<file path="config.mk">
export PLATFORM = sky130hd
export DESIGN_NAME = morse_encode_and_transmit_word
export DESIGN_NICKNAME = d
export VERILOG_FILES = /design/src/rtl/morse_encode_and_transmit_word.sv
export SDC_FILE = /design/constraint.sdc
export NUM_CORES = 1
export LEC_CHECK = 0
export CORE_MARGIN = 2
export CORE_UTILIZATION = 50
export DETAILED_ROUTE_END_ITERATION = 10
export PLACE_DENSITY = 0.75
export SYNTH_ARGS = -nofsm -noshare
export SYNTH_HDL_FRONTEND = slang
export SYNTH_SLANG_ARGS = --single-unit
</file>
<file path="constraint.sdc">
create_clock -name clk -period 5.6 [get_ports clk]
set_clock_uncertainty 0.1 [all_clocks]
set_input_delay 1.12 -clock clk [delete_from_list [all_inputs] [get_ports clk]]
set_output_delay 1.12 -clock clk [all_outputs]
set_load 0.01 [all_outputs]
</file>
<file path="src/rtl/morse_encode_and_transmit_word.sv">
// Morse keyer: shifts a packed word out one character at a time as timed marks and gaps.
// Optional abort input is enabled by defining MORSE_TX_ABORT_EN.
`ifndef CHAR_W
`define CHAR_W 6
`endif
`ifndef MAX_CHARS
`define MAX_CHARS 4
`endif
`ifndef PULSE_CNT_W
`define PULSE_CNT_W 8
`endif
`ifndef MORSE_LEN_W
`define MORSE_LEN_W 3
`endif
`ifndef MAX_MORSE_LEN
`define MAX_MORSE_LEN 5
`endif

module morse_encode_and_transmit_word #(
    parameter int DEBUG = 0
) (
    input  logic                            clk,
    input  logic                            aclr,
    input  logic                            ce,
    input  logic [`PULSE_CNT_W-1:0]         dit_time,
    input  logic [`PULSE_CNT_W-1:0]         dah_time,
    input  logic [`PULSE_CNT_W-1:0]         word_time,
    input  logic                            start,
    input  logic [`CHAR_W*`MAX_CHARS-1:0]   word,
`ifdef MORSE_TX_ABORT_EN
    input  logic                            abort,
`endif
    output logic                            signal,
    output logic                            busy,
    output logic                            done,
    output logic                            error,
    output logic [2:0]                      dbg_state
);
    localparam int CW = `CHAR_W;
    localparam int MC = `MAX_CHARS;
    localparam int PW = `PULSE_CNT_W;
    localparam int LW = `MORSE_LEN_W;
    localparam int ML = `MAX_MORSE_LEN;
    localparam int IW = $clog2(MC + 1);

    typedef enum logic [2:0] {
        S_IDLE, S_LOAD, S_MARK, S_ELEM_GAP, S_CHAR_GAP, S_WORD_GAP, S_FIN
    } state_t;

    state_t              state;
    logic [CW*MC-1:0]    word_sr;
    logic [IW-1:0]       char_idx;
    logic [PW-1:0]       cnt;
    logic [ML-1:0]       pat;
    logic [LW-1:0]       len_rem;
    logic [LW+ML-1:0]    lk;
    logic [CW*MC-1:0]    sr_next;
    logic                abort_req;
    logic                last_char;

    function automatic logic [LW+ML-1:0] ent(input int len, input int code_bits);
        ent = {LW'(len), ML'(code_bits)};
    endfunction

    // Table: codes 1..26 = A..Z, 27..36 = 0..9; elements bit 0 first, 1 = dah; length 0 = unmapped.
    function automatic logic [LW+ML-1:0] lookup(input logic [CW-1:0] code);
        case (int'(code))
            1:  lookup = ent(2, 'b10);    2:  lookup = ent(4, 'b0001);
            3:  lookup = ent(4, 'b0101);  4:  lookup = ent(3, 'b001);
            5:  lookup = ent(1, 'b0);     6:  lookup = ent(4, 'b0100);
            7:  lookup = ent(3, 'b011);   8:  lookup = ent(4, 'b0000);
            9:  lookup = ent(2, 'b00);    10: lookup = ent(4, 'b1110);
            11: lookup = ent(3, 'b101);   12: lookup = ent(4, 'b0010);
            13: lookup = ent(2, 'b11);    14: lookup = ent(2, 'b01);
            15: lookup = ent(3, 'b111);   16: lookup = ent(4, 'b0110);
            17: lookup = ent(4, 'b1011);  18: lookup = ent(3, 'b010);
            19: lookup = ent(3, 'b000);   20: lookup = ent(1, 'b1);
            21: lookup = ent(3, 'b100);   22: lookup = ent(4, 'b1000);
            23: lookup = ent(3, 'b110);   24: lookup = ent(4, 'b1001);
            25: lookup = ent(4, 'b1101);  26: lookup = ent(4, 'b0011);
            27: lookup = ent(5, 'b11111); 28: lookup = ent(5, 'b11110);
            29: lookup = ent(5, 'b11100); 30: lookup = ent(5, 'b11000);
            31: lookup = ent(5, 'b10000); 32: lookup = ent(5, 'b00000);
            33: lookup = ent(5, 'b00001); 34: lookup = ent(5, 'b00011);
            35: lookup = ent(5, 'b00111); 36: lookup = ent(5, 'b01111);
            default: lookup = '0;
        endcase
    endfunction

    function automatic logic [PW-1:0] eff(input logic [PW-1:0] t);
        eff = (t == '0) ? PW'(1) : t;
    endfunction

`ifdef MORSE_TX_ABORT_EN
    assign abort_req = abort;
`else
    assign abort_req = 1'b0;
`endif

    assign lk        = lookup(word_sr[CW-1:0]);
    assign sr_next   = word_sr >> CW;
    assign last_char = ((char_idx + IW'(1)) == IW'(MC)) || (sr_next[CW-1:0] == '0);
    assign dbg_state = (DEBUG != 0) ? state : 3'd0;

    always_ff @(posedge clk or posedge aclr) begin
        if (aclr) begin
            state    <= S_IDLE;
            word_sr  <= '0;
            char_idx <= '0;
            cnt      <= '0;
            pat      <= '0;
            len_rem  <= '0;
            signal   <= 1'b0;
            busy     <= 1'b0;
            done     <= 1'b0;
            error    <= 1'b0;
        end else if (ce) begin
            if (abort_req && busy && state != S_FIN) begin
                signal <= 1'b0;
                error  <= 1'b1;
                done   <= 1'b1;
                state  <= S_FIN;
            end else begin
                case (state)
                    S_IDLE: if (start) begin
                        word_sr  <= word;
                        char_idx <= '0;
                        busy     <= 1'b1;
                        error    <= 1'b0;
                        state    <= S_LOAD;
                    end
                    S_LOAD: begin
                        if (char_idx == IW'(MC) || word_sr[CW-1:0] == '0) begin
                            cnt   <= eff(word_time);
                            state <= S_WORD_GAP;
                        end else if (lk[LW+ML-1:ML] == '0) begin
                            error <= 1'b1;
                            done  <= 1'b1;
                            state <= S_FIN;
                        end else begin
                            pat     <= lk[ML-1:0];
                            len_rem <= lk[LW+ML-1:ML];
                            cnt     <= lk[0] ? eff(dah_time) : eff(dit_time);
                            signal  <= 1'b1;
                            state   <= S_MARK;
                        end
                    end
                    S_MARK: if (cnt > PW'(1)) begin
                        cnt <= cnt - PW'(1);
                    end else begin
                        signal <= 1'b0;
                        if (len_rem > LW'(1)) begin
                            pat     <= pat >> 1;
                            len_rem <= len_rem - LW'(1);
                            cnt     <= eff(dit_time);
                            state   <= S_ELEM_GAP;
                        end else begin
                            word_sr  <= sr_next;
                            char_idx <= char_idx + IW'(1);
                            if (last_char) begin
                                cnt   <= eff(word_time);
                                state <= S_WORD_GAP;
                            end else if (eff(dah_time) == PW'(1)) begin
                                state <= S_LOAD;
                            end else begin
                                // The LOAD tick is the final tick of the inter-character space.
                                cnt   <= eff(dah_time) - PW'(1);
                                state <= S_CHAR_GAP;
                            end
                        end
                    end
                    S_ELEM_GAP: if (cnt > PW'(1)) begin
                        cnt <= cnt - PW'(1);
                    end else begin
                        cnt    <= pat[0] ? eff(dah_time) : eff(dit_time);
                        signal <= 1'b1;
                        state  <= S_MARK;
                    end
                    S_CHAR_GAP: if (cnt > PW'(1)) cnt <= cnt - PW'(1);
                                else state <= S_LOAD;
                    S_WORD_GAP: if (cnt > PW'(1)) begin
                        cnt <= cnt - PW'(1);
                    end else begin
                        done  <= 1'b1;
                        state <= S_FIN;
                    end
                    S_FIN: begin
                        done  <= 1'b0;
                        busy  <= 1'b0;
                        state <= S_IDLE;
                    end
                    default: state <= S_IDLE;
                endcase
            end
        end
    end
endmodule

</file>
==> reports/qor.csv <==
metric,value,unit
worst-path fanout max,14,
die area,0.00897,mm²
ratio of routed vias to standard cells,6.16,
Worst Path Required,5.70,ns
post-synthesis cell type count,69,
Worst slew margin,19.5,%
max frequency,0.261,GHz
largest net degree at the start of global routing,51,
final setup fails,0,
Routed WL,11.5,mm
CTS tree,yes,
DR WL/cell,17.0,µm
sequential area share after synthesis,30.4,%
Synth Cell Area,0.00412,mm²
I/O Buffers,55,
Post-DP Area,0.00464,mm²
Die Wd,94.7,µm
Lkg Pwr,1.94,nW
Initial Utilization,50.9,%
Rows,33,
Area Overhead vs Synth,14.9,%
remaining antenna violation count,0,
TritonCTS Buffers,5,
Syn. warnings,0,
design area,0.00473,mm²
crit path kind,input pin to register,
Layout fillers,740,
CP Launch Type,input pin,
DR pass1 iterations,7,
Hold Crit Class,register to register,
post-synth top area cell,dfrtp_1,
Max Cap Viol,0,
Post-Route Setup TNS,0,ns
antenna cells,0,
gpl congestion,0.952,
WHS Path Cells,2,
number of synthesized flops with an enable pin,0,
fin nets,633,
vias post-DR,4140,
share of cells above drive strength 1,6.17,%
asr flop ratio synth,100,%
DP HPWL,8.35,mm
"count leader, synth",nand2_1,
Period minus WS final,3.83,ns
post-cts gate resize count,0,
Post-CTS Setup Repair Bufs,0,
clk root buf,clkbuf_8,
top post-synthesis cells by area,"dfrtp_1 (30%), nand2_1 (8.2%), nor2_1 (5.6%), ha_1 (4.6%), o21ai_0 (4.4%)",
die height,94.7,µm
Max VDD drop,0.000271,V
Tot Pwr,2.57,mW
ys flop type,dfrtp_1,
I/O pins,59,
clk slew on worst S/H paths,0.10,ns
grt ovf,0,
Mapped Cells,538,
Synth Register Bits,50,
Setup crit end kind,register,
initial antenna violation count,0,
max incr delay on CP,0.58,ns
CTS HTree Levels,2,
CP max stage cell,nor4_1,
CP arrival,3.93,ns
Max clock buf depth,2,
most common library cells after synthesis,"nand2_1 (90), nor2_1 (61), dfrtp_1 (50)",
CORE AREA,0.00809,mm²
worst-case hold slack,0.377,ns
Final Cycle Share,68.3,%
number of global-route vias before repair,3785,
clk sinks,50,
CP cell instances,clkdlybuf4s50_1 -> nor4_1 -> a31oi_1 -> inv_1 -> ha_1 -> nand3_1 -> o311a_1 -> o21ai_4 -> mux2_2,
R2R depth,8,
DRC errors left,0,
All-Layer GR Usage,26.9,%
"Hold-fix buffers, CTS",0,
fin. max-slew vios,0,
status,completed,
power density cells,543,mW/mm²
initial drt markers,357,
Yosys top cell area share,30.4,%
Worst Tran Pin Value,1.20,ns
first-pass GRT wire length,19.0,mm
Syn Area/Cell,7.65,µm²
RSZ-0062 raised after global routing,false,
"Hold Vio Cnt, Final",0,
clk_lat worst skew,0.32,ns
-- logic make-up (layout without fill, tap and decap cells) --
family	after synthesis	after routing	synth area share, %
AO/OA/AOI/OAI	156	156	25.8
XOR/XNOR	9	9	1.91
adder cells (fa/ha/maj)	15	15	4.56
buffers and inverters	65	92	7.33
flip-flops	50	50	30.4
multiplexers	22	22	6.20
other	1	3	0.0911
AND/OR/NAND/NOR	220	220	23.7
-- final timing paths --
check | slack [ns] | endpoint | from
min in group asynchronous | 1.17 | state[1]$_DFFE_PP0P_ | aclr
max | 1.77 | cnt[7]$_DFFE_PP0P_ | dah_time[4]
max reg2reg | 1.96 | cnt[7]$_DFFE_PP0P_ | word_sr[1]$_DFFE_PP0P_
min | 0.38 | word_sr[21]$_DFFE_PP0P_ | word_sr[21]$_DFFE_PP0P_
min reg2reg | 0.38 | word_sr[21]$_DFFE_PP0P_ | word_sr[21]$_DFFE_PP0P_
max in group asynchronous | 3.77 | cnt[4]$_DFFE_PP0P_ | aclr
-- registers in the layout (all words and copies together) (netlist names) --
signal / cells
busy: 1
signal: 1
cnt: 8
state: 3
pat: 5
done: 1
error: 1
len_rem: 3
word_sr: 24
char_idx: 3
-- worst max-delay path, delay by kind of cell --
kind	cells	cell delay (ns)
AO/OA/AOI/OAI	3	0.90
AND/OR/NAND/NOR	2	0.71
multiplexers	1	0.38
adder cells (fa/ha/maj)	1	0.15
buffers and inverters	2	0.66
-- where the power goes --
group | switching (mW) | internal, mW | leakage (nW)
Combinational | 0.914 | 0.637 | 1.30
Clock | 0.133 | 0.0896 | 0.0408
Sequential | 0.266 | 0.530 | 0.594
-- metrics by stage --
step | setup slack (ns) | std cells | utilization, %
after floorplan | 2.30 | 540 | -
after global placement | 1.58 | 664 | 57.3
after detailed placement | 1.51 | 664 | 57.3
after CTS | 1.84 | 672 | 58.4
after global routing | 1.61 | 672 | 58.4
final | 1.77 | 672 | 58.4
-- layer usage --
metal,vias to the layer above,part of all wire [%],track usage [%]
met5,-,0,0
li1,1984,-,-
met3,15,6.5,3.11
met4,0,1.6,7.61
met2,179,46,42.3
met1,1962,46,39.2
-- final cells by class --
| type | count | area [µm²] | share of cell area, % |
|---|---|---|---|
| Clock buffer | 5 | 68.8 | 1.46 |
| Clock inverter | 3 | 23.8 | 0.503 |
| Sequential cell | 50 | 1250 | 26.5 |
| Tap cell | 105 | 131 | 2.78 |
| Inverter | 25 | 93.8 | 1.98 |
| Multi-Input combinational cell | 425 | 2580 | 54.6 |
| Timing Repair Buffer | 59 | 581 | 12.3 |
-- placed cells by master, fill, tap and decap left out, drive strengths merged, types with 10 or more instances in the layout --
| cell | synthesis | final |
|---|---|---|
| dfrtp | 50 | 50 |
| a31oi | 28 | 28 |
| clkdlybuf4s50 | 0 | 55 |
| inv | 25 | 26 |
| nand2 | 90 | 90 |
| nor3 | 16 | 16 |
| a21oi | 26 | 26 |
| nor2 | 61 | 61 |
| nand3 | 19 | 19 |
| a211oi | 10 | 10 |
| mux2i | 12 | 12 |
| o21ai | 40 | 40 |
| ha | 15 | 15 |
Power figures use the tool's default switching activity.
